<file path="src/rtl/alu_packet_rx.sv">
// Deframes the UART RX byte stream into little-endian ALU operand words or an
// ECHO pass-through stream, and flags unknown opcodes and malformed lengths.
module alu_packet_rx #(
  parameter int DATA_WIDTH = 8,
  parameter int WORD_BYTES = 4
) (
  input  logic                             clk_i,
  input  logic                             reset_i,
  input  logic [DATA_WIDTH-1:0]            s_axis_tdata,
  input  logic                             s_axis_tvalid,
  output logic                             s_axis_tready,
  output logic [DATA_WIDTH*WORD_BYTES-1:0] m_word_tdata,
  output logic                             m_word_tvalid,
  input  logic                             m_word_tready,
  output logic                             m_word_tlast,
  output logic [7:0]                       m_word_op,
  output logic [DATA_WIDTH-1:0]            echo_tdata,
  output logic                             echo_tvalid,
  input  logic                             echo_tready,
  output logic                             echo_tlast,
  output logic                             err_o,
  output logic [1:0]                       err_code_o
);

  localparam int IDX_W = (WORD_BYTES > 1) ? $clog2(WORD_BYTES) : 1;

  localparam logic [7:0] OP_ADD  = 8'h01;
  localparam logic [7:0] OP_MUL  = 8'h02;
  localparam logic [7:0] OP_DIV  = 8'h03;
  localparam logic [7:0] OP_ECHO = 8'hEC;

  localparam logic [1:0] ERR_OPCODE = 2'd1;
  localparam logic [1:0] ERR_LENGTH = 2'd2;

  typedef enum logic [2:0] {
    S_OPCODE, S_RSVD, S_LEN_LO, S_LEN_HI, S_WORD, S_WOUT, S_ECHO, S_DRAIN
  } state_t;

  state_t                          state_q, state_d;
  logic [7:0]                      op_q, op_d;
  logic [15:0]                     rem_q, rem_d;
  logic [IDX_W-1:0]                idx_q, idx_d;
  logic [DATA_WIDTH*WORD_BYTES-1:0] word_q, word_d;
  logic                            err_q, err_d;
  logic [1:0]                      err_code_q, err_code_d;
  logic [15:0]                     len;
  logic [15:0]                     plen;

  // NOTE: state flops use non-blocking assignments so every flop samples pre-edge values.
  always_ff @(posedge clk_i) begin
    if (reset_i) begin
      state_q    <= S_OPCODE;
      op_q       <= '0;
      rem_q      <= '0;
      idx_q      <= '0;
      word_q     <= '0;
      err_q      <= 1'b0;
      err_code_q <= '0;
    end else begin
      state_q    <= state_d;
      op_q       <= op_d;
      rem_q      <= rem_d;
      idx_q      <= idx_d;
      word_q     <= word_d;
      err_q      <= err_d;
      err_code_q <= err_code_d;
    end
  end

  always_comb begin
    // NOTE: every output and next-state value gets a default first, so no latch is inferred.
    state_d       = state_q;
    op_d          = op_q;
    rem_d         = rem_q;
    idx_d         = idx_q;
    word_d        = word_q;
    err_d         = 1'b0;
    err_code_d    = err_code_q;
    s_axis_tready = 1'b0;
    m_word_tvalid = 1'b0;
    m_word_tlast  = 1'b0;
    echo_tvalid   = 1'b0;
    echo_tlast    = 1'b0;
    len           = {s_axis_tdata, rem_q[7:0]};
    plen          = len - 16'd4;

    case (state_q)
      S_OPCODE: begin
        s_axis_tready = 1'b1;
        if (s_axis_tvalid) begin
          if (s_axis_tdata inside {OP_ADD, OP_MUL, OP_DIV, OP_ECHO}) begin
            op_d    = s_axis_tdata;
            state_d = S_RSVD;
          end else begin
            err_d      = 1'b1;
            err_code_d = ERR_OPCODE;
          end
        end
      end
      S_RSVD: begin
        s_axis_tready = 1'b1;
        if (s_axis_tvalid) state_d = S_LEN_LO;
      end
      S_LEN_LO: begin
        s_axis_tready = 1'b1;
        if (s_axis_tvalid) begin
          rem_d[7:0] = s_axis_tdata;
          state_d    = S_LEN_HI;
        end
      end
      S_LEN_HI: begin
        s_axis_tready = 1'b1;
        if (s_axis_tvalid) begin
          rem_d = plen;
          idx_d = '0;
          if (len < 16'd4) begin
            err_d      = 1'b1;
            err_code_d = ERR_LENGTH;
            state_d    = S_OPCODE;
          end else if (op_q == OP_ECHO) begin
            state_d = (len == 16'd4) ? S_OPCODE : S_ECHO;
          end else if (plen == 16'd0 || (plen % 16'(WORD_BYTES)) != 16'd0) begin
            err_d      = 1'b1;
            err_code_d = ERR_LENGTH;
            state_d    = (len > 16'd4) ? S_DRAIN : S_OPCODE;
          end else if (op_q == OP_DIV && len != 16'd12) begin
            err_d      = 1'b1;
            err_code_d = ERR_LENGTH;
            state_d    = S_DRAIN;
          end else begin
            state_d = S_WORD;
          end
        end
      end
      S_WORD: begin
        s_axis_tready = 1'b1;
        if (s_axis_tvalid) begin
          word_d[idx_q*DATA_WIDTH +: DATA_WIDTH] = s_axis_tdata;
          idx_d = idx_q + 1'b1;
          rem_d = rem_q - 16'd1;
          if (idx_q == IDX_W'(WORD_BYTES - 1)) state_d = S_WOUT;
        end
      end
      S_WOUT: begin
        m_word_tvalid = 1'b1;
        m_word_tlast  = (rem_q == 16'd0);
        if (m_word_tready) begin
          idx_d   = '0;
          state_d = (rem_q == 16'd0) ? S_OPCODE : S_WORD;
        end
      end
      S_ECHO: begin
        // Downstream backpressure flows straight through to the UART side.
        echo_tvalid   = s_axis_tvalid;
        s_axis_tready = echo_tready;
        echo_tlast    = (rem_q == 16'd1);
        if (s_axis_tvalid && echo_tready) begin
          rem_d = rem_q - 16'd1;
          if (rem_q == 16'd1) state_d = S_OPCODE;
        end
      end
      S_DRAIN: begin
        s_axis_tready = 1'b1;
        if (s_axis_tvalid) begin
          rem_d = rem_q - 16'd1;
          if (rem_q == 16'd1) state_d = S_OPCODE;
        end
      end
      default: state_d = S_OPCODE;
    endcase
  end

  assign echo_tdata   = s_axis_tdata;
  assign m_word_tdata = word_q;
  assign m_word_op    = op_q;
  assign err_o        = err_q;
  assign err_code_o   = err_code_q;

endmodule

</file>
<file path="config.mk">
export PLATFORM = sky130hd
export DESIGN_NAME = alu_packet_rx
export DESIGN_NICKNAME = d
export VERILOG_FILES = /design/src/rtl/alu_packet_rx.sv
export SDC_FILE = /design/constraint.sdc
export NUM_CORES = 1
export LEC_CHECK = 0
export BUFFER_PORTS_ARGS = -buffer_cell sky130_fd_sc_hd__clkbuf_2
export CORE_MARGIN = 2
export CORE_UTILIZATION = 37
export DETAILED_ROUTE_END_ITERATION = 8
export PLACE_DENSITY = 0.64
export SLEW_MARGIN = 20
export SYNTH_ARGS = -nofsm -noshare
export SYNTH_HDL_FRONTEND = slang
export SYNTH_SLANG_ARGS = --single-unit
</file>
<file path="constraint.sdc">
create_clock -name clk_i -period 3.1 [get_ports clk_i]
set_clock_uncertainty 0.05 [all_clocks]
set_input_delay 0.62 -clock clk_i [delete_from_list [all_inputs] [get_ports clk_i]]
set_output_delay 0.62 -clock clk_i [all_outputs]
set_load 0.1 [all_outputs]
</file>
==> impl_summary.md, run 1 <==
Placed design
The post-detailed-placement cell area is ~0.0043 mm2. The HPWL after detailed placement is about 8400 um. The final weighted congestion of routability-driven global placement is 0.925. The number of placed instances with taps included is 681. Port buffering added roughly 70 buffers.

Critical path
The maximum single-stage delay on the critical path is 440 ps. The endpoint identified for the worst register-to-register timing path is err_code_o[1]$_SDFFE_PP0P_. At the worst endpoint, the arrival time is 2230 ps.

Data on the critical path is required at its endpoint by 2430 ps. The logic depth of the worst setup path including buffers is 6. The launch instance of the worst register-to-register path is rem_q[2]$_SDFFE_PP0P_. The type of element capturing the critical path is an output port. The largest fanout on the critical path is 12. The cell at the slowest stage of the critical path is sky130_fd_sc_hd__dfxtp_1. For flop-to-flop paths, the worst setup slack is 400 ps. Traced cell by cell, the critical path runs through nor4_1 > buf_4 > nand2_1 > nor3_1 > and4_1 > buf_12.

The worst path buffer plus inverter count is 2. STA classifies the critical path startpoint as a register. The critical path in this run is classified as reg -> out. The cell family contributing the most delay on the critical path is simple AND/OR/NAND/NOR gates. The critical path starts at rem_q[4]$_SDFFE_PP0P_.

For the worst flop-to-flop path, the logic depth is 8.

Clocking
Counting every sink on the clock net gives between 60 and 70. The clock root buffer master is sky130_fd_sc_hd__clkbuf_8. The clock edge transition at the registers on the reported setup and hold paths is roughly 70 ps. The number of hold buffers added after CTS was 0.

The CTS H-tree depth is 3. The later pin in the worst-skew pair is clocked with a latency of roughly 350 ps. The number of buffers on the longest clock path is 2. TritonCTS built the clock tree. Buffers inserted during clock tree synthesis total 9.

Floorplan
The floorplan step defined a die boundary enclosing 0.0115 mm2. The chip width is 107 um. For this configuration, the core starts out at a cell density of 38.1%. The site row count is 37. The floorplan step set the die height to around 110 um. For this design the top-level I/O count stands at 69. The core region is roughly 0.010 mm2.

Routing
Dividing the detail-routed via count by the number of cells gives roughly 5.8. The routed design has 11,700 um of wire. The DRC violations left is 0. After the first detailed-routing iteration, the DRC count stood at 331. The remaining antenna violation count is 0. The post-detailed-route wirelength per cell is 16.7 um. The total number of vias is 4,023. The first detailed-routing pass took 5 iterations.

Outcome
The run finished with clean final reports.

Layout
The relative area change from synthesis to final layout is 14.4%. The number of cells in the finished layout apart from fillers is 697. At the end of the flow, the number of nets in the layout was between 500 and 600.

Counting the fill cells in the layout gives 1,087. The final instance area is 0.00452 mm2. The core utilization of the finished layout is 43.6%. Cells with a size suffix above 1 make up 20.3% of the layout. The number of antenna cells inserted is 0.

STA
For the pin with the worst max-slew slack, the measured transition is 884 ps. The final critical path takes up 93.7% of the cycle. Derived from the worst setup path, the maximum achievable clock frequency is about 340 MHz.

The final period demand of the worst path is 2900 ps. Setup repair after global routing left no endpoint under its margin. The count of final setup violators is 0. The post-route setup TNS is 0 ps. The final hold violation count is 0.

The relative max-transition margin is between 40 and 50%. The final count of pins violating max slew is 0.

Yosys
The share of the synthesized area in the top cell type is 32.4%. In this run, distinct cell masters in the synthesized netlist total around 70. The cell count after synthesis is between 500 and 600. The mapped netlist covers 0.00396 mm2.

Yosys attributes the largest share of cell area to sky130_fd_sc_hd__dfxtp_1 (32%), sky130_fd_sc_hd__a21oi_1 (7.1%), sky130_fd_sc_hd__nand2_1 (6.6%), sky130_fd_sc_hd__nand3_1 (4.3%), sky130_fd_sc_hd__nor2_1 (4.1%). The net count after synthesis is 533. The async set-or-reset flop fraction in the synthesized netlist is 0%. The number of enable-type register cells in the synthesized netlist is 0. The average instance area after synthesis is 7.79 um2. The total number of yosys warnings is 0. The sequential element share of the synthesized area is between 30% and 40%. The most used flip-flop cell after synthesis is sky130_fd_sc_hd__dfxtp_1. The register bit count reported by yosys is between 60 and 70.

sky130_fd_sc_hd__dfxtp_1 takes more of the synthesized area than any other cell.

GRT
The wire length of the first global-routing pass is ~19,000 um. The initial antenna violation count is 0. The aggregate global routing overflow is 0. The number of global-route vias before repair is ~3,700.

Entering global routing, the biggest net connects 45 pins. In the global route stage, overall resource usage came out at approximately 20%.

Worst hold path
The worst hold path terminates at m_word_tdata[2]$_SDFFE_PP0P_. The worst hold path begins at m_word_tdata[2]$_SDFFE_PP0P_. The worst hold-check path type is reg -> reg.

The hold-critical path depth is 2.

Pwr
Internal power comes to 1.18 mW. The leakage power total is 1.71 nW. The switching portion of total power is 30.1%.

The sequential share of power is 48.9%. Across the VDD grid, the largest voltage drop is 0.263 mV. The power per cell area is 374 mW/mm2. The switching power total is 0.509 mW. The proportion of power drawn by combinational gates is a little over a tenth.

The total power draw is 1.69 mW. Per report_power, the clock group accounts for 40.2% of the total.

Flow run
Max-cap violations in this run came to 0.
[per-stage QoR]
step | setup WS [ps] | hold WS (ps)
after floorplan | 89.6 | 386
after global placement | 382 | 391
after detailed placement | 298 | 394
after CTS | 95.5 | 406
after global routing | 27.5 | 424
final | 195 | 402
[placed cells by master, fill, tap and decap left out, types with 4 or more instances in the layout]
cell type / Yosys / final
sky130_fd_sc_hd__buf_4: 9 / 16
sky130_fd_sc_hd__nor2_1: 43 / 43
sky130_fd_sc_hd__nand2_1: 70 / 70
sky130_fd_sc_hd__a22oi_1: 4 / 4
sky130_fd_sc_hd__o32ai_1: 4 / 4
sky130_fd_sc_hd__o211ai_1: 7 / 7
sky130_fd_sc_hd__a311oi_1: 5 / 5
sky130_fd_sc_hd__ha_1: 12 / 11
sky130_fd_sc_hd__xor2_1: 6 / 6
sky130_fd_sc_hd__o21ai_0: 22 / 22
sky130_fd_sc_hd__nor3b_1: 5 / 5
sky130_fd_sc_hd__nand4b_1: 4 / 4
sky130_fd_sc_hd__mux2i_1: 9 / 9
sky130_fd_sc_hd__clkbuf_8: 6 / 10
sky130_fd_sc_hd__and3_1: 6 / 5
sky130_fd_sc_hd__xnor2_1: 4 / 4
sky130_fd_sc_hd__nand4_1: 10 / 10
sky130_fd_sc_hd__nor3_1: 9 / 8
sky130_fd_sc_hd__a21oi_1: 56 / 56
sky130_fd_sc_hd__nand2b_1: 5 / 5
sky130_fd_sc_hd__clkbuf_2: 0 / 66
sky130_fd_sc_hd__a211oi_1: 5 / 5
sky130_fd_sc_hd__dfxtp_1: 64 / 64
sky130_fd_sc_hd__nor4_1: 6 / 6
sky130_fd_sc_hd__nand3_1: 34 / 34
sky130_fd_sc_hd__nor2b_1: 4 / 4
sky130_fd_sc_hd__inv_1: 11 / 11
[worst max-delay path by stage]
stage               slack, ps                         end
global placement          380  err_code_o[1]$_SDFFE_PP0P_
global route               30                  echo_tlast
finish                    200                  echo_tlast
detailed placement        300  err_code_o[1]$_SDFFE_PP0P_
floorplan                  90                m_word_tlast
CTS                       100                  echo_tlast
[cell usage after synthesis, types with 5 or more instances]
cell / n
sky130_fd_sc_hd__o21ai_0: 22
sky130_fd_sc_hd__a311oi_1: 5
sky130_fd_sc_hd__nor3_1: 9
sky130_fd_sc_hd__mux2i_1: 9
sky130_fd_sc_hd__nand4_1: 10
sky130_fd_sc_hd__clkbuf_1: 26
sky130_fd_sc_hd__and3_1: 6
sky130_fd_sc_hd__buf_4: 9
sky130_fd_sc_hd__nor4_1: 6
sky130_fd_sc_hd__nand3_1: 34
sky130_fd_sc_hd__nand2b_1: 5
sky130_fd_sc_hd__ha_1: 12
sky130_fd_sc_hd__nand2_1: 70
sky130_fd_sc_hd__dfxtp_1: 64
sky130_fd_sc_hd__a21oi_1: 56
sky130_fd_sc_hd__inv_1: 11
sky130_fd_sc_hd__clkbuf_8: 6
sky130_fd_sc_hd__xor2_1: 6
sky130_fd_sc_hd__nor2_1: 43
sky130_fd_sc_hd__o211ai_1: 7
sky130_fd_sc_hd__nor3b_1: 5
sky130_fd_sc_hd__a211oi_1: 5
[metal layers]
layer / track usage, % / share of wire, % / routed length, um / vias to the layer above
li1: - / - / - / 1911
met1: 25.5 / 43 / 5000 / 1907
met2: 33.8 / 48 / 5540 / 186
met3: 4.90 / 7.6 / 886 / 19
met4: 6.96 / 1.9 / 224 / 0
met5: 0 / 0 / 0 / -
[area by class of cell]
class | instances | area, um2 | area share [%]
well taps | 136 | 170 | 3.76
flip-flops and latches | 64 | 1280 | 28.3
clock buffers | 10 | 138 | 3.04
clock inverters | 6 | 45.0 | 0.996
repair buffers | 84 | 490 | 10.8
multi-input cells | 386 | 2360 | 52.1
inverters | 11 | 41.3 | 0.913
[tightest hold or removal path, stage by stage, from the launching register on]
cell and delay, ps:
sky130_fd_sc_hd__dfxtp_1 310, sky130_fd_sc_hd__nand2_1 50, sky130_fd_sc_hd__a21oi_1 50
[kinds of logic (layout without fill, tap and decap cells)]
logic type               count (synthesis)  in the layout  share of synthesized area (%)
flip-flops                              64             64                           32.4
XOR/XNOR                                10             10                           2.21
AO/OA/AOI/OAI                          129            129                           20.5
adder cells (fa/ha/maj)                 12             12                           3.80
multiplexers                            11             11                           2.85
AND/OR/NAND/NOR                        224            224                           29.9
buffers and inverters                   58            111                           8.38
[flip-flops by register name, indices dropped and copies added (netlist names)]
name / cells
err_o: 1
idx_q: 2
m_word_tdata: 32
rem_q: 16
err_code_o: 2
state_q: 3
m_word_op: 8
[power by group through the flow]
stage                     registers [mW]  clock network (mW)  logic, mW
after global placement             0.847                   0      0.182
after global routing               0.828               0.735      0.194
final                              0.827               0.680      0.184
after detailed placement           0.847                   0      0.182
after floorplan                    0.863                   0      0.129
after CTS                          0.827               0.702      0.183
[timing repair]
| item | 4_1_cts | 5_1_grt |
|---|---|---|
| gates resized for setup | 0 | 1 |
| buffers inserted | 0 | 0 |
| endpoints found under the setup margin | 0 | 2 |
Power figures use the tool's default switching activity.
==> run 2: changes to the inputs <==
--- a/config.mk
+++ b/config.mk
@@ -10,6 +10,7 @@
 export CORE_UTILIZATION = 37
 export DETAILED_ROUTE_END_ITERATION = 8
 export PLACE_DENSITY = 0.64
+export SETUP_SLACK_MARGIN = 0.3
 export SLEW_MARGIN = 20
 export SYNTH_ARGS = -nofsm -noshare
 export SYNTH_HDL_FRONTEND = slang
==> run 2 against run 1 <==
Compared with the run above: worst setup slack better by 210 ps; total power is 9.9% higher; cell count is 0.86% higher; global-route usage is 0.66 points higher; core utilization is 1.2 points higher; count of clock-buffer cells in the layout stayed put; clock power is 24% higher; sequential power hardly changed; highest routed layer unchanged.
==> impl_summary.md, run 2 (synthesis results as in run 1) <==
Critical path
The capture instance of the worst register-to-register path is err_code_o[1]$_SDFFE_PP0P_ (unchanged). The worst-case reg-to-reg path depth was 8 (unchanged). The kind of launch point of the worst setup path is a register (unchanged). The worst path required time was 2430 ps (about the same). The launch instance of the worst register-to-register path was rem_q[3]$_SDFFE_PP0P_ (was rem_q[2]$_SDFFE_PP0P_).

The maximum single-stage delay on the critical path came to 400 ps (was 440 ps). Cells along the critical path: nor4_2 > buf_4 > nand2_1 > nor3_2 > and4_2 > buf_12 (was nor4_1 > buf_4 > nand2_1 > nor3_1 > and4_1 > buf_12). The cell at the slowest stage of the critical path is sky130_fd_sc_hd__dfxtp_2 (was sky130_fd_sc_hd__dfxtp_1). The setup slack on the worst flop-to-flop path came to 450 ps (was 400 ps). The launching element of the worst setup path was rem_q[4]$_SDFFE_PP0P_ (unchanged).

The classification of the worst setup path is reg -> out (unchanged). The worst path arrival time came to 2020 ps (was 2230 ps). The largest fanout on the critical path was 9 (was 12). The type of element capturing the critical path is an output port (unchanged).

GRT
The met1 track demand over resource is 26.9% (was 25.5%). The total routing usage reported by global routing is 20.9% (was 20.2%). The aggregate global routing overflow came to 0 (unchanged). The initial antenna violation count is 0 (unchanged).

The most used routing layer is met2 (unchanged). The met3 usage in global routing is 4.96% (was 4.90%). The largest net degree at the start of global routing is 44 (was 45). The number of global-route vias before repair is 3,843 (was 3,688). The met2 usage in global routing came to 35.0% (was 33.8%). The wire length of the first global-routing pass came to 19,300 um (was 18,600 um).

Layout
The relative area change from synthesis to final layout was 17.6% (was 14.4%). The number of nets at the end of the flow is 587 (was 581). The final-layout fill cell count is 1,099 (was 1,087).

The fraction of layout instances using a drive strength above 1 came to 22.4% (was 20.3%). The number of antenna cells inserted is 0 (unchanged). The flip-flop count of the largest register, all copies and words added is 32 (unchanged). Leading cell types in the layout, fill and taps excluded: sky130_fd_sc_hd__nand2_1 (70), sky130_fd_sc_hd__clkbuf_2 (66), sky130_fd_sc_hd__dfxtp_1 (61) (was sky130_fd_sc_hd__nand2_1 (70), sky130_fd_sc_hd__clkbuf_2 (66), sky130_fd_sc_hd__dfxtp_1 (64)). The most frequent standard cell in the layout excluding fill and tap cells is sky130_fd_sc_hd__nand2_1 (unchanged). The number of cells in the finished layout apart from fillers is 703 (was 697).

Routing
The via count normalized by instance count is 5.70 (was 5.77). The initial DRC count is 307 (was 331). The detailed-routing iteration count for the pre-antenna-repair pass is 5 (unchanged). The DRC violations left is 0 (unchanged). The remaining antenna violation count is 0 (unchanged).

The post-detailed-route wirelength per cell is 16.7 um (about the same). The total wire length after detailed routing was 11,800 um (was 11,700 um). The total number of vias is 4,005 (was 4,023).

Flow run
The max-capacitance violation count is 0 (unchanged).

STA
The highest clock frequency the design can meet is 372 MHz (was 344 MHz). The final count of pins violating max slew is 0 (unchanged). The post-route setup TNS is 0 ps (unchanged).

The final period demand of the worst path is 2690 ps (was 2900 ps). Setup repair after global routing missed its margin: true (was false). The final hold violation count came to 0 (unchanged). The final worst-path cycle share is 86.8% (was 93.7%). The count of final setup violators came to 0 (unchanged). The relative max-transition margin is 40.0% (was 41.0%).

The transition at the pin with the smallest max-transition slack came to 899 ps (was 884 ps).

Worst hold path
The worst-case hold path end point is m_word_tdata[4]$_SDFFE_PP0P_ (was m_word_tdata[2]$_SDFFE_PP0P_). The hold-critical path depth is 2 (unchanged). The launch point of the worst hold path was m_word_tdata[4]$_SDFFE_PP0P_ (was m_word_tdata[2]$_SDFFE_PP0P_). The worst hold-check path type is reg -> reg (unchanged).

Pwr
The power per cell area came to 399 mW/mm2 (was 374 mW/mm2). The leakage power total is 1.76 nW (was 1.71 nW). The total power draw is 1.86 mW (was 1.69 mW).

The worst supply voltage drop on vdd came to 0.263 mV (about the same).

Clocking
The clock edge transition at the registers on the reported setup and hold paths is 90 ps (was 70 ps). The hold-fix buffer count after cts is 0 (unchanged). The clock sink count is 64 (unchanged). The CTS H-tree depth is 3 (unchanged). The number of buffers on the longest clock path is 2 (unchanged). The clock root buffer master was sky130_fd_sc_hd__clkbuf_8 (unchanged).

The clock buffer count from CTS is 9 (unchanged). The CTS tree was done (unchanged). The clock insertion delay at the later pin of the skew report is 360 ps (was 350 ps).

Floorplan
The total I/O pin count is 69 (unchanged). The chip width is 107 um (unchanged). The site row count came to 37 (unchanged).

The die outline area was 0.0115 mm2 (unchanged). The die outline height came to 107 um (unchanged). The core area is 0.0104 mm2 (unchanged). The starting density of the core is 38.1% (unchanged).

Placed design
The count of input and output buffers was 68 (unchanged). The HPWL after detailed placement is 8510 um (was 8420 um). The number of placed instances with taps included is 684 (was 681). The final weighted congestion of routability-driven global placement is 0.883 (was 0.925).

Outcome
Status: completed (unchanged).
-- run 2: cell type report --
cell class	instances	area, um2	share of cell area (%)
Sequential cell	64	1280	27.6
Clock buffer	10	138	2.96
Timing Repair Buffer	90	536	11.5
Multi-Input combinational cell	386	2390	51.4
Tap cell	136	170	3.66
Inverter	11	41.3	0.888
Clock inverter	6	92.6	1.99
-- run 2: how the worst max path moves through the flow --
stage	end	slack [ps]	cells past startpoint
detailed placement	err_code_o[1]$_SDFFE_PP0P_	280	8
global route	echo_tlast	280	6
global placement	err_code_o[1]$_SDFFE_PP0P_	360	8
CTS	echo_tlast	310	6
finish	echo_tlast	410	6
floorplan	m_word_tlast	360	5
-- run 2: critical path, delay by kind of cell, from the launching register on --
family	cells	cell delay, ps
buffers and inverters	2	390
and+or+nand+nor	4	860
DFF	1	400
-- run 2: report_power, final --
| part | total, mW | leakage [nW] | switching, mW | internal [mW] |
|---|---|---|---|---|
| Sequential | 0.827 | 0.517 | 0.00263 | 0.825 |
| Combinational | 0.188 | 1.14 | 0.142 | 0.0465 |
| Clock | 0.843 | 0.109 | 0.365 | 0.477 |
-- run 2: per-stage QoR --
step	setup slack [ps]	hold slack, ps	util, %	area (um2)
finish	410	407	44.9	4650
global route	278	418	44.9	4650
CTS	315	409	44.4	4610
detailed placement	282	395	42.1	4370
global placement	356	392	42.1	4370
floorplan	361	386	-	3970
-- run 2: what timing repair did --
item                       4_1_cts  5_1_grt
gates resized for setup          3        5
setup endpoints to repair        3        4
buffers inserted                 0        3
-- run 2: metal layers --
layer | vias to the layer above | wire length, um
met1 | 1882 | 5220
met5 | - | 0
met4 | 0 | 195
met3 | 20 | 759
met2 | 173 | 5590
li1 | 1930 | -
==> run 3: changes to the inputs <==
--- a/config.mk
+++ b/config.mk
@@ -6,10 +6,13 @@
 export NUM_CORES = 1
 export LEC_CHECK = 0
 export BUFFER_PORTS_ARGS = -buffer_cell sky130_fd_sc_hd__clkbuf_2
+export CELL_PAD_IN_SITES_DETAIL_PLACEMENT = 0
+export CELL_PAD_IN_SITES_GLOBAL_PLACEMENT = 1
 export CORE_MARGIN = 2
 export CORE_UTILIZATION = 37
 export DETAILED_ROUTE_END_ITERATION = 8
-export PLACE_DENSITY = 0.64
+export GPL_TIMING_DRIVEN = 0
+export PLACE_DENSITY = 0.8
 export SETUP_SLACK_MARGIN = 0.3
 export SLEW_MARGIN = 20
 export SYNTH_ARGS = -nofsm -noshare
==> run 3 against run 2 <==
Compared with the run above: cell count is 3.1% higher; critical path depth is 2 higher; via count grew 1.9%; count of clock-buffer cells in the layout rose by 1; combinational power rose by 5%; global-route usage grew 1.3 points; routed wire length up 5.8%; largest cell class unchanged; highest routed layer unchanged.
==> impl_summary.md, run 3 (synthesis results as in run 1) <==
Layout
The number of nets at the end of the flow is 609 (was 587). The most frequent standard cell in the layout excluding fill and tap cells is sky130_fd_sc_hd__nand2_1 (unchanged). Leading cell types in the layout, fill and taps excluded: sky130_fd_sc_hd__nand2_1 (70), sky130_fd_sc_hd__dfxtp_1 (62), sky130_fd_sc_hd__clkbuf_2 (61) (was sky130_fd_sc_hd__nand2_1 (70), sky130_fd_sc_hd__clkbuf_2 (66), sky130_fd_sc_hd__dfxtp_1 (61)). The number of antenna cells inserted came to 0 (unchanged). The final instance area came to 0.00477 mm2 (was 0.00465 mm2). The flip-flop count of the largest register, all copies and words added is 32 (unchanged).

The final-layout fill cell count was 1,063 (was 1,099). The fraction of layout instances using a drive strength above 1 is 21.2% (was 22.4%). The relative area change from synthesis to final layout was 20.6% (was 17.6%). The footprint of the multi-input gates is 0.00240 mm2 (was 0.00239 mm2). The area occupied by registers came to 0.00128 mm2 (about the same).

Worst hold path
The worst hold-check path type is reg -> reg (unchanged).

Floorplan
The die outline height is 107 um (unchanged). The starting density of the core came to 38.1% (unchanged). The site row count was 37 (unchanged). The chip width was 107 um (unchanged). The core area is 0.0104 mm2 (unchanged).

The die outline area is 0.0115 mm2 (unchanged). The total I/O pin count is 69 (unchanged).

STA
The post-route setup TNS is 0 ps (unchanged). The relative max-transition margin came to 38.5% (was 40.0%). The final count of pins violating max slew was 0 (unchanged). The final hold violation count was 0 (unchanged).

The final hold slack is 405 ps (was 407 ps). The final period demand of the worst path is 2740 ps (was 2690 ps). The final worst-path cycle share came to 88.5% (was 86.8%). Setup repair after global routing missed its margin: true (unchanged). The highest clock frequency the design can meet came to 364 MHz (was 372 MHz). The transition at the pin with the smallest max-transition slack is 920 ps (was 899 ps).

The count of final setup violators was 0 (unchanged).

Clocking
The clock sink count came to 64 (unchanged). The clock edge transition at the registers on the reported setup and hold paths is 80 ps (was 90 ps). The CTS tree is done (unchanged). The clock insertion delay at the later pin of the skew report is 370 ps (was 360 ps). The hold-fix buffer count after cts came to 0 (unchanged). The number of buffers on the longest clock path is 2 (unchanged). The clock root buffer master is sky130_fd_sc_hd__clkbuf_8 (unchanged). The CTS H-tree depth is 3 (unchanged). The clock buffer count from CTS is 9 (unchanged).

Pwr
The power per cell area is 380 mW/mm2 (was 399 mW/mm2). The worst supply voltage drop on vdd was 0.212 mV (was 0.263 mV). The leakage power total is 1.81 nW (was 1.76 nW).

Routing
The DRC violations left came to 0 (unchanged). The detailed-routing iteration count for the pre-antenna-repair pass came to 5 (unchanged). The via count normalized by instance count was 5.63 (was 5.70). The initial DRC count was 292 (was 307). The total met2 wirelength after detailed routing came to 5640 um (was 5590 um). The top layer used by detailed routing is met4 (unchanged). The total length of routed met3 wires came to 828 um (was 759 um). The total number of vias is 4,081 (was 4,005). The post-detailed-route wirelength per cell came to 17.2 um (was 16.7 um).

The remaining antenna violation count came to 0 (unchanged). The total wire length after detailed routing was 12,500 um (was 11,800 um). The wire length on met1 is 5610 um (was 5220 um).

Critical path
The classification of the worst setup path is reg -> out (unchanged). The endpoint of the worst setup timing path is echo_tlast (unchanged). The largest fanout on the critical path is 10 (was 9).

The worst path required time was 2430 ps (about the same). The kind of launch point of the worst setup path is a register (unchanged). The capture instance of the worst register-to-register path is err_code_o[1]$_SDFFE_PP0P_ (unchanged). The worst path arrival time is 2070 ps (was 2020 ps). The type of element capturing the critical path is an output port (unchanged). The worst-case reg-to-reg path depth is 9 (was 8).

The setup slack on the worst flop-to-flop path is 450 ps (about the same). The launch instance of the worst register-to-register path is rem_q[4]$_SDFFE_PP0P_ (was rem_q[3]$_SDFFE_PP0P_). The launching element of the worst setup path was rem_q[3]$_SDFFE_PP0P_ (was rem_q[4]$_SDFFE_PP0P_).

Placed design
The post-detailed-placement cell area is 0.00446 mm2 (was 0.00437 mm2). The final weighted congestion of routability-driven global placement came to 0.896 (was 0.883). The HPWL after detailed placement is 8910 um (was 8510 um). The count of input and output buffers came to 64 (was 68).

GRT
The initial antenna violation count is 0 (unchanged). The largest net degree at the start of global routing is 13 (was 44). The wire length of the first global-routing pass came to 19,800 um (was 19,300 um). The total routing usage reported by global routing is 22.2% (was 20.9%). The aggregate global routing overflow is 0 (unchanged). The number of global-route vias before repair came to 3,777 (was 3,843).

Outcome
Status: completed (unchanged).

Flow run
The max-capacitance violation count came to 0 (unchanged).
[run 3: changes by cell type in the layout (fill, tap and decap cells not counted), moves of 2 or more]
cell	delta
sky130_fd_sc_hd__buf_6	+2
sky130_fd_sc_hd__buf_2	+4
sky130_fd_sc_hd__clkbuf_1	+24
sky130_fd_sc_hd__buf_4	-11
sky130_fd_sc_hd__clkbuf_8	+7
sky130_fd_sc_hd__clkbuf_4	+2
sky130_fd_sc_hd__clkbuf_2	-5
[run 3: area by class of cell]
class                   instances  share of cell area, %
inverters                      11                  0.865
plain buffers                  47                   6.24
multi-input cells             386                   50.2
clock buffers                  11                   3.17
repair buffers                 65                   7.66
flip-flops and latches         64                   26.9
clock inverters                 5                   1.34
well taps                     136                   3.57
[run 3: timing repair]
| action | 4_1_cts | 5_1_grt |
|---|---|---|
| gates resized for setup | 13 | 8 |
| setup buffers | 1 | 0 |
| pin swaps | 1 | 0 |
| setup endpoints to repair | 3 | 6 |
[run 3: how the worst min path moves through the flow]
| stage | slack (ps) | cells after the start | startpoint | endpoint |
|---|---|---|---|---|
| floorplan | 390 | 2 | rem_q[14]$_SDFFE_PP0P_ | rem_q[14]$_SDFFE_PP0P_ |
| global placement | 390 | 2 | m_word_tdata[7]$_SDFFE_PP0P_ | m_word_tdata[7]$_SDFFE_PP0P_ |
| detailed placement | 390 | 2 | m_word_tdata[7]$_SDFFE_PP0P_ | m_word_tdata[7]$_SDFFE_PP0P_ |
| CTS | 410 | 2 | m_word_tdata[24]$_SDFFE_PP0P_ | m_word_tdata[24]$_SDFFE_PP0P_ |
| global route | 420 | 2 | m_word_tdata[13]$_SDFFE_PP0P_ | m_word_tdata[13]$_SDFFE_PP0P_ |
| finish | 400 | 2 | m_word_tdata[24]$_SDFFE_PP0P_ | m_word_tdata[24]$_SDFFE_PP0P_ |
[run 3: metal layers]
metal	global-route usage, %	vias to the layer above
li1	-	1972
met1	28.8	1925
met2	34.7	158
met3	5.33	26
met4	10.1	0
met5	0	-
[run 3: worst max-delay path, cell delays in order, from the launching register on]
cell and delay (ps):
sky130_fd_sc_hd__dfxtp_2 370, sky130_fd_sc_hd__inv_1 110, sky130_fd_sc_hd__ha_1 160, sky130_fd_sc_hd__clkbuf_4 190, sky130_fd_sc_hd__clkbuf_8 180, sky130_fd_sc_hd__nand2_1 80
sky130_fd_sc_hd__nor3_2 140, sky130_fd_sc_hd__and4_2 260, sky130_fd_sc_hd__clkbuf_16 200
[run 3: per-stage QoR]
step | power, mW | cells | utilization, % | setup WS (ps)
6_report | 1.81 | 725 | 46.0 | 356
3_5_place_dp | 1.04 | 708 | 43.1 | 38.6
5_1_grt | 1.87 | 725 | 46.0 | 223
4_1_cts | 1.82 | 725 | 45.7 | 309
3_3_place_gp | 1.04 | 708 | 43.1 | 47.4
2_1_floorplan | 0.992 | 508 | - | 361
[run 3: power by group]
part           internal (mW)  switching [mW]
clock                  0.420           0.368
sequential             0.825         0.00227
combinational         0.0525           0.145
total                   1.30           0.516
